===== src/rtl/sram_arbiter.sv =====
// sram_arbiter: shares one SRAM-like memory port between the instruction
// master and the data master. Grants one request per cycle, remembers the
// owner of every accepted request in an in-order tag FIFO, and routes each
// downstream response back to the master that issued it.
module sram_arbiter #(
  parameter int OUTSTANDING = 2,
  parameter int STARVE_MAX  = 4
) (
  input  logic        clk,
  input  logic        resetn,

  input  logic        inst_sram_req,
  input  logic        inst_sram_wr,
  input  logic [1:0]  inst_sram_size,
  input  logic [3:0]  inst_sram_wstrb,
  input  logic [31:0] inst_sram_addr,
  input  logic [31:0] inst_sram_wdata,
  output logic        inst_sram_addr_ok,
  output logic        inst_sram_data_ok,
  output logic [31:0] inst_sram_rdata,

  input  logic        data_sram_req,
  input  logic        data_sram_wr,
  input  logic [1:0]  data_sram_size,
  input  logic [3:0]  data_sram_wstrb,
  input  logic [31:0] data_sram_addr,
  input  logic [31:0] data_sram_wdata,
  output logic        data_sram_addr_ok,
  output logic        data_sram_data_ok,
  output logic [31:0] data_sram_rdata,

  output logic        mem_req,
  output logic        mem_wr,
  output logic [1:0]  mem_size,
  output logic [3:0]  mem_wstrb,
  output logic [31:0] mem_addr,
  output logic [31:0] mem_wdata,
  input  logic        mem_addr_ok,
  input  logic        mem_data_ok,
  input  logic [31:0] mem_rdata,

  output logic        proto_err
);

  localparam int CW = $clog2(OUTSTANDING + 1);
  localparam int PW = (OUTSTANDING > 1) ? $clog2(OUTSTANDING) : 1;
  localparam int SW = (STARVE_MAX > 0) ? $clog2(STARVE_MAX + 1) : 1;

  // Tag encoding: 0 means the instruction master owns the entry, 1 the data master.
  localparam logic TAG_INST = 1'b0;
  localparam logic TAG_DATA = 1'b1;

  logic [OUTSTANDING-1:0] tag_q;
  logic [PW-1:0]          rd_ptr_q;
  logic [PW-1:0]          wr_ptr_q;
  logic [CW-1:0]          count_q;
  logic [CW-1:0]          count_d;
  logic [SW-1:0]          starve_q;
  logic                   proto_err_q;

  logic full;
  logic empty;
  logic starved;
  logic grant_inst;
  logic push;
  logic pop;
  logic stray;
  logic head_tag;

  function automatic logic [PW-1:0] ptr_inc(input logic [PW-1:0] p);
    if (p == PW'(OUTSTANDING - 1)) begin
      return '0;
    end
    return p + PW'(1);
  endfunction

  // Full is taken from the registered count only, so a response arriving
  // this cycle can never open a combinational path back to mem_req.
  assign full     = (count_q == CW'(OUTSTANDING));
  assign empty    = (count_q == '0);
  assign starved  = (starve_q == SW'(STARVE_MAX));
  assign head_tag = tag_q[rd_ptr_q];

  // Grant selection and request-field mux: data normally wins a tie, but a
  // starved instruction master is forced through.
  always_comb begin
    grant_inst = 1'b0;
    mem_wr     = data_sram_wr;
    mem_size   = data_sram_size;
    mem_wstrb  = data_sram_wstrb;
    mem_addr   = data_sram_addr;
    mem_wdata  = data_sram_wdata;
    if (inst_sram_req && (!data_sram_req || starved)) begin
      grant_inst = 1'b1;
    end
    if (grant_inst) begin
      mem_wr    = inst_sram_wr;
      mem_size  = inst_sram_size;
      mem_wstrb = inst_sram_wstrb;
      mem_addr  = inst_sram_addr;
      mem_wdata = inst_sram_wdata;
    end
  end

  // Address handshake: the request goes out whenever a tag slot is free, and
  // only the granted master sees the acceptance. Everything is gated off while
  // reset is held low.
  always_comb begin
    mem_req           = 1'b0;
    push              = 1'b0;
    inst_sram_addr_ok = 1'b0;
    data_sram_addr_ok = 1'b0;
    if (resetn) begin
      mem_req = (inst_sram_req | data_sram_req) & ~full;
      push    = mem_req & mem_addr_ok;
      inst_sram_addr_ok = push & grant_inst;
      data_sram_addr_ok = push & ~grant_inst;
    end
  end

  // Response routing: the oldest outstanding tag decides which master gets
  // this data_ok; a response with nothing outstanding goes nowhere.
  always_comb begin
    pop               = 1'b0;
    stray             = 1'b0;
    inst_sram_data_ok = 1'b0;
    data_sram_data_ok = 1'b0;
    if (resetn && mem_data_ok) begin
      if (empty) begin
        stray = 1'b1;
      end else begin
        pop = 1'b1;
        inst_sram_data_ok = (head_tag == TAG_INST);
        data_sram_data_ok = (head_tag == TAG_DATA);
      end
    end
  end

  // Read data is broadcast; the data_ok strobes say who should take it.
  assign inst_sram_rdata = mem_rdata;
  assign data_sram_rdata = mem_rdata;

  // Occupancy update: simultaneous push and pop leaves the count unchanged.
  always_comb begin
    count_d = count_q;
    unique case ({push, pop})
      2'b10:   count_d = count_q + CW'(1);
      2'b01:   count_d = count_q - CW'(1);
      default: count_d = count_q;
    endcase
  end

  // Tag FIFO storage and circular pointers.
  always_ff @(posedge clk or negedge resetn) begin
    if (!resetn) begin
      tag_q    <= '0;
      rd_ptr_q <= '0;
      wr_ptr_q <= '0;
      count_q  <= '0;
    end else begin
      if (push) begin
        tag_q[wr_ptr_q] <= grant_inst ? TAG_INST : TAG_DATA;
        wr_ptr_q        <= ptr_inc(wr_ptr_q);
      end
      if (pop) begin
        rd_ptr_q <= ptr_inc(rd_ptr_q);
      end
      count_q <= count_d;
    end
  end

  // Starvation counter: counts data wins while inst is waiting, and forgets
  // as soon as inst is served or stops asking.
  always_ff @(posedge clk or negedge resetn) begin
    if (!resetn) begin
      starve_q <= '0;
    end else if (!inst_sram_req) begin
      starve_q <= '0;
    end else if (push && grant_inst) begin
      starve_q <= '0;
    end else if (push && !starved) begin
      starve_q <= starve_q + SW'(1);
    end
  end

  // Sticky protocol error: a response showed up with nothing outstanding.
  always_ff @(posedge clk or negedge resetn) begin
    if (!resetn) begin
      proto_err_q <= 1'b0;
    end else if (stray) begin
      proto_err_q <= 1'b1;
    end
  end

  assign proto_err = proto_err_q;

endmodule


===== config.mk =====
export PLATFORM = sky130hd
export DESIGN_NAME = sram_arbiter
export DESIGN_NICKNAME = d
export VERILOG_FILES = /design/src/rtl/sram_arbiter.sv
export SDC_FILE = /design/constraint.sdc
export NUM_CORES = 1
export LEC_CHECK = 0
export ABC_AREA = 1
export CAP_MARGIN = 20
export CORE_AREA = 3 3 125 127
export CTS_CLUSTER_SIZE = 8
export DETAILED_ROUTE_END_ITERATION = 8
export DIE_AREA = 0 0 128 130
export SLEW_MARGIN = 20
export SYNTH_ARGS = -nofsm -noshare
export SYNTH_HDL_FRONTEND = slang
export SYNTH_SLANG_ARGS = --single-unit
export TNS_END_PERCENT = 30

===== constraint.sdc =====
create_clock -name clk -period 2.1 [get_ports clk]
set_input_delay 0.21 -clock clk [delete_from_list [all_inputs] [get_ports clk]]
set_output_delay 0.21 -clock clk [all_outputs]
set_load 0.01 [all_outputs]

Word-level counts from Yosys, hierarchy flattened
Cells that the tools add are included.

storage, ports and cells
  bits in registers = 10
  output and inout bits = 141

operators by class
  add/sub/neg operators = 5
  order comparisons = 3
  eq/ne operators = 5
  mux-type cells = 36
  bitwise operators = 8
  reductions and logical operators = 10

operators with widths
  kind                                                                    count
  32-bit 2-to-1 mux                                                       2
  1-bit 2-to-1 mux                                                        26
  3-bit 2-to-1 mux                                                        3
  1-bit logical AND                                                       5
  1-bit AND                                                               4
  2-bit equality test (second input constant)                             2
  1-bit by 2-bit < comparator with 1-bit output (second input constant)   2
  4-bit 2-to-1 mux                                                        1
  2-bit case mux with 2 select lines                                      1
  3-bit by 1-bit adder with 3-bit output (second input constant)          1
  3-bit equality test (second input constant)                             1
  3-bit by 1-bit != test with 1-bit output (second input constant)        1
  1-bit inverter                                                          3
  1-bit adder (second input constant)                                     2
  2-bit by 1-bit adder with 2-bit output (second input constant)          1
  2-bit bitwise mux                                                       1
  2-bit by 1-bit equality test with 1-bit output (second input constant)  1
  1-bit logical NOT                                                       2
  2-bit logical NOT                                                       1
  2-bit 2-to-1 mux                                                        1
  2-bit nonzero test                                                      1
  2-bit by 1-bit subtractor with 2-bit output (second input constant)     1
  1-bit demux with 1-bit select                                           1
  1-bit greater-or-equal comparator (second input constant)               1
  other kinds (2)                                                         2

Longest topological paths before layout
Gate-level depths: netlist (run 1).

  depth in word-level cells = 9
  depth in mapped cells = 8
  mapped depth without buffers = 7

Worst setup path before layout (run 1)
OpenSTA, ideal clock, no wires.

  path kind = reg-to-output
  start point = reg starve_q[0]
  end point = out mem_addr[0]
  arrival = 1293 ps
  required time = 1890 ps
  setup slack = 597 ps
  cell stages (with the launch flop) = 9
  path buffers = 2
  cell sequence = dfrtp_1 > inv_1 > ha_1 > nand2_1 > a21oi_2 > buf_4 > buf_4 > nand2_1 > nand2_1

on the way
  longest elaborated chain between the ends = 5

RTL lines
  element                   line  source
  start: declaration        58    logic [SW-1:0] starve_q;
  start signal: assignment  182   starve_q <= starve_q + SW'(1);
  3-bit equality test       81    assign starved = (starve_q == SW'(STARVE_MAX));
  1-bit logical OR          93    if (inst_sram_req && (!data_sram_req || starved)) begin
  1-bit logical AND         93
  1-bit 2-to-1 mux          93
  32-bit 2-to-1 mux         96    if (grant_inst) begin
  end: declaration          36    output logic [31:0] mem_addr,

Every way passes these cells.

Final worst setup path (run 1)
  start point = reg starve_q[0]
  end point = out data_sram_addr_ok

on the way
  longest elaborated chain between the ends = 7

RTL lines
  element              line  source
  3-bit equality test  81
  1-bit logical OR     93
  1-bit logical AND    93
  1-bit 2-to-1 mux     93
  1-bit inverter       117   data_sram_addr_ok = push & ~grant_inst;
  1-bit AND            117
  1-bit 2-to-1 mux     113   if (resetn) begin
  end: declaration     28    output logic data_sram_addr_ok,

Every way passes these cells.

==> results of run 1 <==
-- power by group through the flow --
stage                     Sequential (mW)  Clock [mW]  Combinational, mW
after floorplan                     0.305           0              0.486
after global placement              0.316           0               1.00
after detailed placement            0.317           0               1.00
after CTS                           0.316       0.386              0.923
after global routing                0.328       0.393               1.02
final                               0.315       0.374              0.935
-- final cells by class --
type / instances / share of cell area [%]
clock buffer: 4 / 2.177
inverter: 12 / 1.104
multi-input combinational: 258 / 26.10
sequential: 10 / 6.133
tap: 184 / 5.642
timing repair buffer: 246 / 58.85
-- state kept, by name, summed over array words and instances (netlist names) --
name	cells
rd_ptr_q	1
starve_q	3
wr_ptr_q	1
proto_err	1
count_q	2
tag_q	2
-- metrics by stage --
step                setup TNS, ns  power, mW  instances  setup WS, ns
CTS                     -0.003042      1.624        709     -0.003042
global placement          -0.4227      1.316        705      -0.05465
detailed placement        -0.5889      1.316        705      -0.05497
floorplan                       0     0.7908        359        0.5970
finish                          0      1.625        714       0.03339
global route               -2.453      1.744        714      -0.07769
-- worst paths after layout --
kind / start / to / slack (ns) / cells past startpoint
setup reg to reg: starve_q[0]$_DFFE_PN0P_ / starve_q[0]$_DFFE_PN0P_ / 0.37 / 11
hold / removal: resetn / proto_err$_DFFE_PN0P_ / 0.36 / 2
setup / recovery: starve_q[0]$_DFFE_PN0P_ / data_sram_addr_ok / 0.03 / 9
min in group clk: mem_rdata[10] / inst_sram_rdata[10] / 0.42 / 0
max in group asynchronous: resetn / starve_q[1]$_DFFE_PN0P_ / 1.60 / 2
hold reg to reg: proto_err$_DFFE_PN0P_ / proto_err$_DFFE_PN0P_ / 0.47 / 1
-- cells by family (layout without fill, tap and decap cells) --
logic type               after synthesis  count (layout)
AND/OR/NAND/NOR                      242             242
adder cells (fa/ha/maj)                3               3
XOR/XNOR                               4               4
buffers and inverters                 91             262
flip-flops                            10              10
AO/OA/AOI/OAI                          9               9
-- per-layer routing --
layer	part of all wire, %	global-route usage, %	wire (µm)	vias up
li1	-	-	-	1349
met1	37	10.69	3684	1109
met2	48	16.57	4777	208
met3	13	4.421	1315	14
met4	1.3	2.185	131	0
met5	0	0	0	-
-- repair_timing --
action	CTS	global route
gates resized for setup	75	28
buffers inserted	0	2
endpoints found under the hold margin	0	0
hold buffers	0	0
endpoints found under the setup margin	73	73
cloned	0	3
-- critical path, cell delays in order, from the launching register on --
cell           delay [ns]
dfrtp_1              0.37
inv_1                0.07
ha_1                 0.16
nand2_2              0.07
a21oi_4              0.18
buf_4                0.18
buf_12               0.15
buf_4                0.13
nor2_2               0.04
dlygate4sd2_1        0.28
-- cell usage after synthesis (all sizes together) --
cell / n
dfrtp: 10
or2: 1
a21oi: 4
inv: 12
xor2: 2
nand2: 226
nand4: 3
a31o: 1
nor2: 9
o21ai: 4
nand3: 3
clkbuf: 7
ha: 3
buf: 72
xnor2: 2
==> impl_results.md, run 1 <==
* Status: finished, final reports clean
* Unrepaired setup endpoints after global routing: yes
* Sw Pwr at 0.5343 mW
* Avg Cell Area, Syn at 5.339 µm²
* Die Span X at 128 µm
* Cells after Synth at 359
* Crit. End Element: output port
* Remaining global-route overflow at 0
* PwrDens at 398.2 nW/µm²
* Hpwl dp at 7903 µm
* CORE AREA at 14,530 µm²
* CTS H-tree depth at 1
* Register area share after synthesis at 13.05%
* Post-Layout Inst Area at 4080 µm²
* Final #Nets at 714
* Tightest hold margin at 0.3597 ns
* CTS Buf Count at 3
* Maximum VDD drop at 0.3505 mV
* Max cap viols at 0
* Relative slew margins at 81.12%
* Main combinational cell family by area after synthesis: simple AND/OR/NAND/NOR gates
* Maximum clock frequency at 483.9 MHz
* Initial antenna violation count at 0
* Routability cong. at 0.7331
* Detailed Routing Iterations Pass 1 at 4
* Wire length per cell at 13.88 µm
* Critical Path AT at 1.86 ns
* Sequential cell area at 250.2 µm²
* Most frequent cells in the layout: 225 x nand2_1, 151 x clkdlybuf4s50_1, 54 x dlygate4sd2_1
* Yosys top cell by area: nand2_1
* Sink Count at 10
* Critical path startpoint category: flip-flop
* Layout cells sized above 1 at 7.925%
* Synth Area in Compound Gates at 2.742%
* PortBufs at 224
* Largest net degree at the start of global routing at 38
* Fill cells at 1,610
* Finished Core Util at 28.07%
* Main area contributors after synthesis: nand2_1 44%, buf_4 28%, dfrtp_1 13%
* Vias/cell at 3.754
* Clock root cell: clkbuf_16
* Sw Share at 32.89%
* Vias in the first global route at 2,524
* Setup violators final at 0
* Internal at 1.090 mW
* # IOs at 321
* Gr usage total at 9.538%
* CTS tree: built
* CP required at 1.89 ns
* Residual DRC at 0
* Synth-to-Final Area Change at 112.9%
* Synthesized Nets at 542
* Antenna cells at 0
* Synth warn at 0
* Max FO, Critical Path at 18
* DIE HEIGHT at 130 µm
* Clock latency on the worst-skew pair at 0.24 ns
* Post-synthesis register bit count at 10
* Die ar. at 16,640 µm²
* HP Class: primary input to asynchronous set/reset pin
* ANT nets after route at 0
* Crit share post-route at 98.41%
* Adder-Cell Fraction of Synth Area at 1.958%
* Clk pin slew, worst setup/hold paths at 0.04 ns
* Yosys top cell area share at 44.26%
* Commonest non-fill, non-tap cell in the layout: nand2_1
* Crit path time final at 2.067 ns
* WS Path Type: flip-flop to output port
* Hold violation count in the final report at 0
* Multiplexer area fraction after synthesis at 0%
* Slew Viols, Final at 0
* Via count at 2,680
* Post-Route WL at 9909 µm
* Global-route wire length before repair at 12,770 µm
* Setup Skew at 0.004007 ns
* Simple-gate area share of the yosys netlist at 48.50%
* Synth unique cells at 20
* Initial Utilization at 13.19%
* Iteration-0 DRC count of the detailed router at 94
* Clk buf depth at 2
* Combinational share of power at 57.5%
* Clk network pwr share at 23.0%
* Placed Area at 4008 µm²
* Area of the multi-input gates at 1065 µm²
* Actual slew at the worst max-slew pin at 0.2802 ns
* Leak at 2.086 nW
* Synth Cell Area at 1917 µm²
* Sequential power share at 19.4%
* # rows at 44
* Post-Synth XOR/XNOR Area at 1.828%
Note: power is estimated with default switching activity, not from simulation.
==> run 2, diff against run 1 <==
--- a/config.mk
+++ b/config.mk
@@ -11,6 +11,7 @@
 export CTS_CLUSTER_SIZE = 8
 export DETAILED_ROUTE_END_ITERATION = 8
 export DIE_AREA = 0 0 128 130
+export RECOVER_POWER = 25
 export SLEW_MARGIN = 20
 export SYNTH_ARGS = -nofsm -noshare
 export SYNTH_HDL_FRONTEND = slang
==> results of run 2 <==
No change in the layout: final DEF, timing and power equal those of run 1.
==> run 3, diff against run 2 <==
--- a/config.mk
+++ b/config.mk
@@ -6,11 +6,12 @@
 export NUM_CORES = 1
 export LEC_CHECK = 0
 export ABC_AREA = 1
+export ABC_CLOCK_PERIOD_IN_PS = 2100
 export CAP_MARGIN = 20
-export CORE_AREA = 3 3 125 127
+export CORE_AREA = 2 2 124 126
 export CTS_CLUSTER_SIZE = 8
 export DETAILED_ROUTE_END_ITERATION = 8
-export DIE_AREA = 0 0 128 130
+export DIE_AREA = 0 0 126 128
 export RECOVER_POWER = 25
 export SLEW_MARGIN = 20
 export SYNTH_ARGS = -nofsm -noshare
==> run 3 against run 2 <==
Against the previous run:
- sequential cell count did not move
- total power rose by 0.12%
- sequential share of layout area rose by 0.14 points
- cell area fell by 2.2%
- worst setup slack improved by 0.012 ns
- critical path type unchanged
- hold slack got worse by 0.015 ns
- sequential power barely moved
- global-route usage rose by 0.61 points
- clock-buffer cell count did not move
- maximum frequency rose by 0.59%
- routed wire length fell by 8.0%
- final cell count rose by 0.42%
==> impl_results.md, run 3 (synthesis gave the netlist of run 1 again) <==
* Clk network pwr share at 22.9% (about the same)
* Status: finished, final reports clean
* Sink Count at 10 (unchanged)
* CP Cell Sequence: inv_1 -> ha_1 -> nand2_2 -> a21oi_4 -> inv_2 -> buf_12 -> nand2_1 -> nand2_1 -> dlygate4sd2_1
* Largest net degree at the start of global routing at 48 (+26%)
* Leak at 2.067 nW (-0.92%)
* Post-Route WL at 9121 µm (-8.0%)
* Finished Core Util at 26.83% (-1.2 points)
* Gr usage total at 10.15% (+0.61 points)
* PwrDens at 407.8 nW/µm² (+2.4%)
* PortBufs at 224 (unchanged)
* Setup Skew at 0.007595 ns (+0.003588 ns)
* Initial Utilization at 12.90% (-0.29 points)
* Die ar. at 16,130 µm² (-3.1%)
* CTS Buf Count at 3 (unchanged)
* Clock root cell: clkbuf_16
* Vias/cell at 3.643 (-2.9%)
* Most used cell, CP: nand2_1
* Actual slew at the worst max-slew pin at 0.2226 ns (-0.05760 ns)
* Sw Pwr at 0.5345 mW (about the same)
* Crit path time final at 2.055 ns (-0.01204 ns)
* Final setup TNS at 0 ns (unchanged)
* Antenna cells at 0 (unchanged)
* CTS H-tree depth at 1 (unchanged)
* WS Path Type: flip-flop to output port
* Global-route wire length before repair at 13,320 µm (+4.3%)
* Setup violators final at 0 (unchanged)
* Crit path max-delay cell type: dfrtp_1
* Vias in the first global route at 2,580 (+2.2%)
* Critical path startpoint category: flip-flop
* Slew Viols, Final at 0 (unchanged)
* Routability cong. at 0.7536 (+2.8%)
* Initial antenna violation count at 0 (unchanged)
* Final Power at 1.626 mW (+0.12%)
* Most frequent cells in the layout: 222 x nand2_1, 151 x clkdlybuf4s50_1, 36 x clkbuf_2
* Die Span X at 126 µm (-1.6%)
* Commonest non-fill, non-tap cell in the layout: nand2_1
* Synth-to-Final Area Change at 108.1%
* Detailed Routing Iterations Pass 1 at 4 (unchanged)
* Internal at 1.092 mW (+0.16%)
* Remaining global-route overflow at 0 (unchanged)
* Max FO, Critical Path at 47 (+29)
* Largest Register: starve_q
* Hold violation count in the final report at 0 (unchanged)
* Layout cells sized above 1 at 13.42% (+5.5 points)
* Max reg flops at 3 (unchanged)
* R2R Setup Slk at 0.46 ns (+0.09 ns)
* # IOs at 321 (unchanged)
* CP peak stage delay at 0.37 ns (about the same)
* Crit share post-route at 97.84% (-0.57 points)
* Largest regs: starve_q (3), count_q (2), tag_q (2)
* Hpwl dp at 7440 µm (-5.9%)
* Sequential power share at 19.5% (about the same)
* Maximum clock frequency at 486.7 MHz (+0.59%)
* Unrepaired setup endpoints after global routing: yes
* Clk buf depth at 2 (unchanged)
* HP Class: primary input to asynchronous set/reset pin
* # rows at 45 (+2.3%)
* Fill cells at 1,663 (+3.3%)
* Post-route setup slack at 0.04543 ns (+0.01204 ns)
* Clk pin slew, worst setup/hold paths at 0.04 ns (about the same)
* Place WS at -0.09281 ns (-0.03784 ns)
* Clock latency on the worst-skew pair at 0.24 ns (about the same)
* DIE HEIGHT at 128 µm (-1.5%)
* Relative slew margins at 85.16% (+4.0 points)
* Reg-to-Reg End: starve_q[0]$_DFFE_PN0P_
* Max cap viols at 0 (unchanged)
* Cells on worst reg2reg path at 10 (-1)
* CTS tree: built
* ANT nets after route at 0 (unchanged)
* Via count at 2,612 (-2.5%)
* Combinational share of power at 57.6% (about the same)
* Residual DRC at 0 (unchanged)
* Wire length per cell at 12.72 µm (-8.3%)
* CP required at 1.89 ns (about the same)
* CTS Hold Bufs at 0 (unchanged)
* Iteration-0 DRC count of the detailed router at 113 (+20%)
* R2R Path Start: starve_q[0]$_DFFE_PN0P_
* Maximum VDD drop at 0.4651 mV (+33%)
* Critical Path AT at 1.84 ns (-0.02 ns)
* CORE AREA at 14,860 µm² (+2.3%)
* Final #Nets at 713 (-0.14%)
* Crit. End Element: output port
* Sw Share at 32.86% (about the same)
## run 3: cell types whose count changed in the layout (fill, tap and decap cells not counted), sizes merged
| cell | before | now |
|---|---|---|
| clkbuf | 16 | 41 |
| clkdlybuf4s15 | 10 | 8 |
| dlygate4sd2 | 54 | 26 |
| dlymetal6s2s | 0 | 3 |
| buf | 19 | 20 |
## run 3: repair_timing
item,CTS,global route
hold endpoints to repair,0,0
pin swaps,1,1
buffers inserted,2,0
gates cloned,1,1
resized for setup,76,85
setup endpoints to repair,73,73
## run 3: power by group through the flow
stage	clock [mW]	combinational [mW]	sequential, mW
final	0.373	0.936	0.317
after global routing	0.394	1.03	0.329
after CTS	0.375	0.951	0.316
after detailed placement	0	1.01	0.317
after global placement	0	1.00	0.314
after floorplan	0	0.486	0.305
## run 3: critical path, delay by kind of cell, from the launching register on
family                     cells  cell delay, ns
and+or+nand+nor                3            0.23
DFF                            1            0.37
buffers and inverters          4            0.61
adders and majority gates      1            0.16
AOI/OAI and AO/OA              1            0.20
## run 3: worst max path at each step
stage | from | end | slack, ns | depth (start not counted)
global route | starve_q[0]$_DFFE_PN0P_ | mem_wdata[22] | -0.05 | 9
detailed placement | inst_sram_req | mem_wdata[2] | -0.09 | 7
finish | starve_q[0]$_DFFE_PN0P_ | mem_wdata[25] | 0.05 | 9
global placement | inst_sram_req | mem_addr[13] | -0.09 | 7
floorplan | starve_q[0]$_DFFE_PN0P_ | mem_addr[0] | 0.60 | 8
CTS | starve_q[0]$_DFFE_PN0P_ | mem_wr | -0.25 | 9
## run 3: layout make-up
| type | instances | area, µm² | share of cell area [%] |
|---|---|---|---|
| sequential | 10 | 250.2 | 6.274 |
| multi-input combinational | 258 | 1072 | 26.88 |
| tap | 188 | 235.2 | 5.897 |
| inverter | 12 | 45.04 | 1.129 |
| clock buffer | 4 | 88.84 | 2.227 |
| timing repair buffer | 245 | 2297 | 57.59 |
## run 3: stage by stage
step	hold WS, ns	cells	cell area, µm²
3_5_place_dp	0.4201	709	4000
4_1_cts	0.3516	716	4070
6_report	0.3444	717	3989
5_1_grt	0.3731	717	3989
2_1_floorplan	-0.08559	359	1917
3_3_place_gp	0.4201	709	4000
## run 3: routing by layer
layer / track usage, % / share of wire [%] / vias up
met5: 0 / 0 / -
met4: 1.875 / 1.3 / 0
met3: 5.050 / 14 / 16
met2: 18.06 / 48 / 187
met1: 10.97 / 37 / 1059
li1: - / - / 1350
